**src/rtl/ctrl_filtro_iir.sv**
```systemverilog
// ctrl_filtro_iir: micro-sequencer for the two-section IIR datapath (MAC, state memory, output register).
// Optional macro CTRL_FILTRO_CONT_EN adds the cuenta completed-sequence counter.
module ctrl_filtro_iir #(
  parameter int LAT_MULT = 0,
  parameter int SEL_W = 4
) (
  input  logic             clk,
  input  logic             rst,
  input  logic             muestra_lista,
  input  logic             clr_ovr,
  output logic [SEL_W-1:0] sel,
  output logic             rst_acum,
  output logic             leer,
  output logic             leer_y,
  output logic             desp,
  output logic             ocupado,
  output logic             listo,
`ifdef CTRL_FILTRO_CONT_EN
  output logic [15:0]      cuenta,
`endif
  output logic             overrun
);
  typedef enum logic [2:0] {IDLE, CLR_A, MAC_A, ESCR_F, CLR_B, MAC_B, ESCR_Y, DESP} state_t;
  state_t r_state, w_next;
  logic [2:0] r_hold, r_term, w_hold, w_term;
  logic r_pend, r_ovr, w_pend, w_ovr, w_start, w_fin_term, w_mac;
  always_ff @(posedge clk) begin
    if (rst) begin
      r_state <= IDLE;
      r_hold <= '0;
      r_term <= '0;
      r_pend <= 1'b0;
      r_ovr <= 1'b0;
    end else begin
      r_state <= w_next;
      r_hold <= w_hold;
      r_term <= w_term;
      r_pend <= w_pend;
      r_ovr <= w_ovr;
    end
  end
  assign w_mac = (r_state == MAC_A) || (r_state == MAC_B);
  assign w_fin_term = r_hold == 3'(LAT_MULT);
  assign w_start = (r_state == IDLE) && (muestra_lista || r_pend);
  // A strobe landing in the same IDLE cycle as a pending start stays queued.
  assign w_pend = ocupado ? (r_pend | muestra_lista) : (w_start ? (muestra_lista & r_pend) : r_pend);
  assign w_ovr = (ocupado & muestra_lista & r_pend) | (r_ovr & ~clr_ovr);
  always_comb begin
    w_next = r_state;
    w_hold = r_hold;
    w_term = r_term;
    case (r_state)
      IDLE:   w_next = w_start ? CLR_A : IDLE;
      CLR_A:  begin
        w_next = MAC_A;
        w_hold = '0;
        w_term = 3'd0;
      end
      MAC_A, MAC_B: begin
        w_hold = w_fin_term ? 3'd0 : r_hold + 3'd1;
        w_term = r_term + {2'b0, w_fin_term};
        if (w_fin_term && r_term == ((r_state == MAC_A) ? 3'd2 : 3'd5))
          w_next = (r_state == MAC_A) ? ESCR_F : ESCR_Y;
      end
      ESCR_F: w_next = CLR_B;
      CLR_B:  begin
        w_next = MAC_B;
        w_hold = '0;
        w_term = 3'd3;
      end
      ESCR_Y: w_next = DESP;
      DESP:   w_next = IDLE;
      default: w_next = IDLE;
    endcase
  end
  assign ocupado = r_state != IDLE;
  assign rst_acum = (r_state == CLR_A) || (r_state == CLR_B);
  assign sel = w_mac ? SEL_W'(r_term) : '0;
  assign leer = r_state == ESCR_F;
  assign leer_y = r_state == ESCR_Y;
  assign desp = r_state == DESP;
  assign listo = r_state == DESP;
  assign overrun = r_ovr;
`ifdef CTRL_FILTRO_CONT_EN
  logic [15:0] r_cuenta;
  always_ff @(posedge clk) begin
    if (rst) r_cuenta <= '0;
    else if (r_state == DESP) r_cuenta <= r_cuenta + 16'd1;
  end
  assign cuenta = r_cuenta;
`endif
endmodule

```
**config.mk**
```make
export PLATFORM = sky130hd
export DESIGN_NAME = ctrl_filtro_iir
export DESIGN_NICKNAME = d
export VERILOG_FILES = /design/src/rtl/ctrl_filtro_iir.sv
export SDC_FILE = /design/constraint.sdc
export NUM_CORES = 1
export LEC_CHECK = 0
export BUFFER_PORTS_ARGS = -buffer_cell sky130_fd_sc_hd__buf_4
export CAP_MARGIN = 10
export CORE_MARGIN = 10
export CORE_UTILIZATION = 55
export DETAILED_ROUTE_END_ITERATION = 16
export HOLD_SLACK_MARGIN = 0.15
export PLACE_DENSITY = 0.84
export SLEW_MARGIN = 20
export SYNTH_ARGS = -nofsm -noshare
export SYNTH_HDL_FRONTEND = slang
export SYNTH_SLANG_ARGS = --single-unit
```
**constraint.sdc**
```tcl
create_clock -name clk -period 4.5 [get_ports clk]
set_input_delay 0.9 -clock clk [delete_from_list [all_inputs] [get_ports clk]]
set_output_delay 0.9 -clock clk [all_outputs]
set_load 0.02 [all_outputs]
```
==> results_tabular.tex, run 1 <==
\begin{tabular}{lr}
\hline
Metric & Value \\
\hline
\multicolumn{2}{l}{\textbf{Run}} \\
\quad Total of max-cap violations & 0 \\
\multicolumn{2}{l}{\textbf{Setup path}} \\
\quad Crit path max-delay cell type & sky130\_fd\_sc\_hd\_\_dfxtp\_1 \\
\quad Series of cell instances along the critical path & nand2b\_1 -> o21ai\_4 -> and2\_1 -> buf\_4 \\
\quad CP bufs+invs & 1 \\
\quad Critical path fanouts, max & 15 \\
\quad Critical Path Stages & 4 \\
\quad Endpoint class of the critical path & output port \\
\quad Register-to-register path setup slack & 2.65 ns \\
\quad Source of the worst register-to-register timing path & r\_hold[0] \\
\quad Reg2Reg Depth & 9 \\
\quad Worst stage delay on the critical path & 0.62 ns \\
\quad Worst endpoint required time & 3.60 ns \\
\quad Crit-path leading delay family & flip-flops \\
\quad Crit path arrival time & 1.63 ns \\
\quad Worst Path Class, Setup & reg -> out \\
\quad CP startpoint kind & register \\
\quad Crit path launch & r\_state[1] \\
\multicolumn{2}{l}{\textbf{Yosys}} \\
\quad Mean cell area of the mapped netlist & 8.05 sq um \\
\quad Count of flip-flops with a built-in enable after synthesis & 0 \\
\quad Fraction of the yosys area taken by sequential cells & 28.5\% \\
\quad Synth top area share & 28.5\% \\
\quad Cell type with the largest total area after synthesis & sky130\_fd\_sc\_hd\_\_dfxtp\_1 \\
\quad Asr flop ratio synth & 0\% \\
\quad Top cells by area in the synthesized netlist & sky130\_fd\_sc\_hd\_\_dfxtp\_1 28\%, sky130\_fd\_sc\_hd\_\_a21oi\_1 6.5\%, sky130\_fd\_sc\_hd\_\_ha\_1 6.5\%, sky130\_fd\_sc\_hd\_\_nor2\_1 6.3\%, sky130\_fd\_sc\_hd\_\_buf\_6 4.4\% \\
\quad Number of storage elements in the synthesis netlist & 11 \\
\quad Synth unique cells & 36 \\
\quad Post-synth top cells & 13 x sky130\_fd\_sc\_hd\_\_nor2\_1, 11 x sky130\_fd\_sc\_hd\_\_dfxtp\_1, 10 x sky130\_fd\_sc\_hd\_\_a21oi\_1, 6 x sky130\_fd\_sc\_hd\_\_nand2\_1, 5 x sky130\_fd\_sc\_hd\_\_inv\_1 \\
\quad Synth Warn \# & 0 \\
\quad Post-Synthesis Cell Area & 773 sq um \\
\quad Top FF cell, synth & sky130\_fd\_sc\_hd\_\_dfxtp\_1 \\
\quad Post-Syn Nets & 104 \\
\quad Gate Count Post-Synth & 96 \\
\quad Library cell with the highest instance count after synthesis & sky130\_fd\_sc\_hd\_\_nor2\_1 \\
\multicolumn{2}{l}{\textbf{Power}} \\
\quad Ratio of total power to cell area & 377 nW/um\^{}2 \\
\quad Peak supply drop & 0.198 mV \\
\quad Static Leak & 0.000349 uW \\
\multicolumn{2}{l}{\textbf{CTS}} \\
\quad \# H-tree levels & 1 \\
\quad Total clock sinks & 11 \\
\quad Number of clock buffers inserted by TritonCTS & 3 \\
\quad Clock transition at the registers of the reported paths & 0.07 ns \\
\quad Postcts setup bufs & 0 \\
\quad Clock insertion delay at the later pin of the skew report & 0.27 ns \\
\quad Clk buf depth & 2 \\
\quad Number of hold buffers added after cts & 0 \\
\quad CTS tree & built \\
\quad \# resized after CTS & 0 \\
\quad Clock root buffer master & sky130\_fd\_sc\_hd\_\_clkbuf\_4 \\
\multicolumn{2}{l}{\textbf{Floorplanning}} \\
\quad Die Span Y & 57.5 um \\
\quad Top Ports & 15 \\
\quad Cell Rows & 13 \\
\quad Die width & 57.5 um \\
\quad Die area & 3310 sq um \\
\quad Core ar. & 1320 sq um \\
\quad Initial Util & 58.7\% \\
\multicolumn{2}{l}{\textbf{STA}} \\
\quad Total negative slack & 0 ns \\
\quad Share of the cycle needed by the critical path after routing & 56.1\% \\
\quad Count of final hold-check violations & 0 \\
\quad Fin Hold WS & 0.501 ns \\
\quad Fin Clk Skew & 0.000769 ns \\
\quad Number of endpoints failing setup at the final stage & 0 \\
\quad Number of pins exceeding their max-slew limit in the final report & 0 \\
\quad Peak clock frequency supported by timing & 396 MHz \\
\quad Unrepaired setup endpoints after global routing & false \\
\quad Final min period & 2.53 ns \\
\quad Slew Limit Headroom & 63.9\% \\
\quad Least-Margin Pin Slew & 0.541 ns \\
\multicolumn{2}{l}{\textbf{Hold path}} \\
\quad Worst hold-check path type & reg -> reg \\
\quad Number of cells on the worst hold path & 2 \\
\quad Hold wc startpoint & overrun \\
\multicolumn{2}{l}{\textbf{Routing}} \\
\quad Routed wirelength normalized by instance count & 13.7 um \\
\quad Number of design rule violations left after detail routing & 0 \\
\quad DRT Wirelength & 1660 um \\
\quad Number of routed nets with antenna violations & 0 \\
\quad Drt pass-1 iters & 4 \\
\quad Initial drt markers & 19 \\
\quad Vias per std cell & 5.78 \\
\quad Total number of vias & 699 \\
\multicolumn{2}{l}{\textbf{Place}} \\
\quad Cell total after placement & 117 \\
\quad Post-detailed-placement half-perimeter wirelength & 1310 um \\
\quad GPL Wtd Cong & 0.783 \\
\quad Count of port buffers added during placement & 13 \\
\quad Placement Cell Area & 821 sq um \\
\multicolumn{2}{l}{\textbf{Finish}} \\
\quad Final net count & 115 \\
\quad Layout overhead on the synthesized area & 9.55\% \\
\quad Share of final-layout standard cells stronger than drive strength 1 & 21.7\% \\
\quad Antenna cells & 0 \\
\quad Number of non-filler instances in the completed layout & 121 \\
\quad Fin area & 847 sq um \\
\multicolumn{2}{l}{\textbf{Global routing}} \\
\quad Met2 Resource Use GR & 16.9\% \\
\quad Met1 Resource Use GR & 12.1\% \\
\quad Overall global routing resource usage & 10.8\% \\
\quad Maximum number of pins on one net before global-route repair & 16 \\
\quad Via count of the first global-routing pass & 683 \\
\quad GR met3 Demand/Resource & 5.75\% \\
\quad Wire length of the first global-routing pass & 2970 um \\
\quad Initial antenna violation count & 0 \\
\quad GRT Max-Usage Layer & met2 \\
\quad Global-route congestion overflow total & 0 \\
\multicolumn{2}{l}{\textbf{Status}} \\
\quad Outcome & completed \\
\hline
\end{tabular}
==> flip-flops by register name (all words and copies together), names as in the netlist <==
| name | cells |
|---|---|
| r_state | 3 |
| r_hold | 3 |
| r_pend | 1 |
| overrun | 1 |
| r_term | 3 |
==> area by class of cell <==
cell class              instances  area (sq um)
clock buffers                   4          26.3
fillers                       125           470
inverters                       8          30.0
multi-input cells              70           454
flip-flops and latches         11           220
well taps                      15          18.8
repair buffers                 13          97.6
==> through the flow <==
step | total power (uW) | setup WS [ns] | util [%]
2_1_floorplan | 238 | 2.40 | -
6_report | 320 | 1.97 | 64.3
3_5_place_dp | 254 | 2.28 | 62.3
3_3_place_gp | 252 | 2.31 | 62.3
5_1_grt | 348 | 1.86 | 64.3
4_1_cts | 323 | 1.97 | 64.3
==> placed cells by master (no fill, tap or decap), types with 2 or more instances in the layout <==
master / netlist / final
sky130_fd_sc_hd__and2_1: 2 / 2
sky130_fd_sc_hd__a21oi_1: 10 / 10
sky130_fd_sc_hd__inv_1: 5 / 5
sky130_fd_sc_hd__ha_1: 4 / 4
sky130_fd_sc_hd__nand3b_1: 2 / 2
sky130_fd_sc_hd__a22o_1: 2 / 2
sky130_fd_sc_hd__maj3_1: 2 / 2
sky130_fd_sc_hd__nor2_1: 13 / 13
sky130_fd_sc_hd__xnor2_1: 2 / 2
sky130_fd_sc_hd__clkbuf_4: 0 / 3
sky130_fd_sc_hd__inv_2: 3 / 3
sky130_fd_sc_hd__nand2_1: 6 / 6
sky130_fd_sc_hd__nand2b_1: 2 / 2
sky130_fd_sc_hd__dfxtp_1: 11 / 11
sky130_fd_sc_hd__a22oi_1: 4 / 4
sky130_fd_sc_hd__buf_4: 3 / 13
sky130_fd_sc_hd__o21ai_1: 3 / 3
==> power breakdown <==
group,switching [uW],total (uW),internal [uW]
clock network,32.9,67.3,34.3
logic,63.6,116,52.0
registers,28.4,137,108
==> layer usage <==
| layer | wire (um) | vias to the layer above |
|---|---|---|
| met5 | 0 | - |
| met4 | 33 | 0 |
| met3 | 112 | 4 |
| met2 | 773 | 23 |
| met1 | 741 | 322 |
| li1 | - | 350 |
==> path summary, 6_finish.rpt <==
check,endpoint
min reg2reg,overrun
min,overrun
max reg2reg,r_term[2]
max,sel[0]
==> worst register-to-register path, delay by kind of cell (launching register included) <==
family	cells	cell delay [ns]
AO/OA/AOI/OAI	3	0.33
adder cells (fa/ha/maj)	3	0.60
buffers and inverters	1	0.06
flip-flops	1	0.38
AND/OR/NAND/NOR	2	0.37
==> logic make-up after synthesis <==
kind of cell    synth area share, %
other cells                   0.485
buf+inv                        12.8
compound gates                 23.8
simple gates                   23.1
xor+xnor                       2.27
fa+ha+maj                      9.06
flops                          28.5
Power figures use the tool's default switching activity.
==> run 2, diff against run 1 <==
- CORE_UTILIZATION: 55 -> 52
- PLACE_DENSITY: 0.84 -> 0.81
- clock period: 4.5 -> 2.5 ns (I/O delays scaled with it)
==> results_tabular.tex, run 2 (same netlist as run 1, synthesis figures left out) <==
\begin{tabular}{lr}
\hline
Metric & Value \\
\hline
\multicolumn{2}{l}{\textbf{Hold path}} \\
\quad Hold wc startpoint & rst \\
\quad Worst hold path endpoint & r\_hold[2] \\
\quad Number of cells on the worst hold path & 2 \\
\quad Worst hold-check path type & in -> reg \\
\multicolumn{2}{l}{\textbf{Routing}} \\
\quad Highest metal layer with signal wires & met4 \\
\quad Vias per std cell & 5.74 \\
\quad Total number of vias & 694 \\
\quad Drt pass-1 iters & 4 \\
\quad DRT Wirelength & 1620 um \\
\quad Number of design rule violations left after detail routing & 0 \\
\quad Wire length on met1 & 762 um \\
\quad Routed met2 length & 736 um \\
\quad Routed wirelength normalized by instance count & 13.4 um \\
\quad Initial drt markers & 23 \\
\quad Number of routed nets with antenna violations & 0 \\
\quad Met3 wire len & 78 um \\
\multicolumn{2}{l}{\textbf{Setup path}} \\
\quad Crit-path leading delay family & flip-flops \\
\quad Crit path max-delay cell type & sky130\_fd\_sc\_hd\_\_dfxtp\_1 \\
\quad Crit path arrival time & 1.59 ns \\
\quad CP startpoint kind & register \\
\quad Worst Path Class, Setup & reg -> out \\
\quad CP bufs+invs & 1 \\
\quad Register-to-register path setup slack & 0.66 ns \\
\quad Endpoint class of the critical path & output port \\
\quad Source of the worst register-to-register timing path & r\_hold[0] \\
\quad Critical path fanouts, max & 15 \\
\quad Reg2Reg Depth & 9 \\
\quad Series of cell instances along the critical path & nand3b\_1 -> o21ai\_4 -> and2\_1 -> buf\_4 \\
\quad Critical R2R Capture & r\_term[2] \\
\quad Worst endpoint required time & 2.00 ns \\
\quad Worst stage delay on the critical path & 0.67 ns \\
\multicolumn{2}{l}{\textbf{STA}} \\
\quad Unrepaired setup endpoints after global routing & false \\
\quad Number of pins exceeding their max-slew limit in the final report & 0 \\
\quad Total negative slack & 0 ns \\
\quad Slew Limit Headroom & 63.6\% \\
\quad Fin Clk Skew & 0.00446 ns \\
\quad Count of final hold-check violations & 0 \\
\quad Peak clock frequency supported by timing & 477 MHz \\
\quad Number of endpoints failing setup at the final stage & 0 \\
\quad Least-Margin Pin Slew & 0.545 ns \\
\quad Fin Hold WS & 0.475 ns \\
\quad Share of the cycle needed by the critical path after routing & 83.8\% \\
\quad Final min period & 2.09 ns \\
\multicolumn{2}{l}{\textbf{Finish}} \\
\quad Final net count & 115 \\
\quad Most used cells in the layout excluding fill and tap cells & 13 x sky130\_fd\_sc\_hd\_\_nor2\_1, 13 x sky130\_fd\_sc\_hd\_\_buf\_4, 11 x sky130\_fd\_sc\_hd\_\_dfxtp\_1 \\
\quad Layout overhead on the synthesized area & 9.55\% \\
\quad Antenna cells & 0 \\
\quad Share of final-layout standard cells stronger than drive strength 1 & 21.7\% \\
\quad Biggest regs & r\_hold (3), r\_state (3), r\_term (3) \\
\multicolumn{2}{l}{\textbf{CTS}} \\
\quad CTS tree & built \\
\quad Clock transition at the registers of the reported paths & 0.08 ns \\
\quad Clk buf depth & 2 \\
\quad Number of clock buffers inserted by TritonCTS & 3 \\
\quad \# H-tree levels & 1 \\
\quad Clock root buffer master & sky130\_fd\_sc\_hd\_\_clkbuf\_4 \\
\quad \# resized after CTS & 0 \\
\quad Clock insertion delay at the later pin of the skew report & 0.27 ns \\
\quad Total clock sinks & 11 \\
\quad Number of hold buffers added after cts & 0 \\
\quad Postcts setup bufs & 0 \\
\multicolumn{2}{l}{\textbf{Floorplanning}} \\
\quad Die width & 58.6 um \\
\quad Top Ports & 15 \\
\quad Die area & 3430 sq um \\
\quad Cell Rows & 13 \\
\quad Core ar. & 1350 sq um \\
\quad Initial Util & 57.3\% \\
\quad Die Span Y & 58.6 um \\
\multicolumn{2}{l}{\textbf{Global routing}} \\
\quad Global-route congestion overflow total & 0 \\
\quad Maximum number of pins on one net before global-route repair & 16 \\
\quad Via count of the first global-routing pass & 604 \\
\quad Wire length of the first global-routing pass & 2790 um \\
\quad Initial antenna violation count & 0 \\
\quad Overall global routing resource usage & 10.0\% \\
\multicolumn{2}{l}{\textbf{Place}} \\
\quad GPL Wtd Cong & 0.797 \\
\quad Count of port buffers added during placement & 13 \\
\quad Post-detailed-placement half-perimeter wirelength & 1190 um \\
\multicolumn{2}{l}{\textbf{Power}} \\
\quad Switching part of the total power & 39.7\% \\
\quad Internal Pwr Total & 351 uW \\
\quad Clock power share & 21.9\% \\
\quad Peak supply drop & 0.494 mV \\
\quad Power share of the combinational group & 35.9\% \\
\quad Sequential Power Share & 42.1\% \\
\quad Ratio of total power to cell area & 687 nW/um\^{}2 \\
\quad Net Switching & 231 uW \\
\quad Static Leak & 0.000349 uW \\
\multicolumn{2}{l}{\textbf{Status}} \\
\quad Outcome & completed \\
\multicolumn{2}{l}{\textbf{Run}} \\
\quad Total of max-cap violations & 0 \\
\hline
\end{tabular}
run 2: how the worst max path moves through the flow:
stage,startpoint,to,slack (ns),cells past startpoint
global placement,r_hold[0],r_term[2],0.69,9
global route,r_state[1],sel[1],0.26,4
finish,r_state[2],sel[1],0.41,4
detailed placement,r_hold[0],r_term[2],0.68,9
floorplan,r_hold[0],r_term[2],0.79,9
CTS,r_state[2],sel[1],0.41,4
run 2: metal layers:
layer | global-route usage (%) | vias to the layer above
li1 | - | 349
met1 | 13.1 | 323
met2 | 14.1 | 18
met3 | 3.43 | 4
met4 | 5.03 | 0
met5 | 0 | -
run 2: power groups by stage:
| stage | clock network [uW] | registers, uW | logic [uW] |
|---|---|---|---|
| after floorplan | 0 | 220 | 209 |
| after global placement | 0 | 248 | 207 |
| after detailed placement | 0 | 249 | 209 |
| after CTS | 128 | 244 | 209 |
| after global routing | 134 | 252 | 234 |
| final | 128 | 245 | 209 |
run 2: per-stage QoR:
step           cell area, sq um  power [uW]  setup WS, ns  utilization [%]  std cells
6_report                    847         582         0.405             62.7        121
5_1_grt                     847         620         0.262             62.7        121
4_1_cts                     847         582         0.407             62.7        121
3_5_place_dp                821         457         0.683             60.8        117
3_3_place_gp                821         455         0.689             60.8        117
2_1_floorplan               773         428         0.786                -         96
run 2: layout make-up:
cell class	instances	area (sq um)
Multi-Input combinational cell	70	454
Timing Repair Buffer	13	97.6
Tap cell	15	18.8
Fill cell	118	503
Clock buffer	4	26.3
Inverter	8	30.0
Sequential cell	11	220
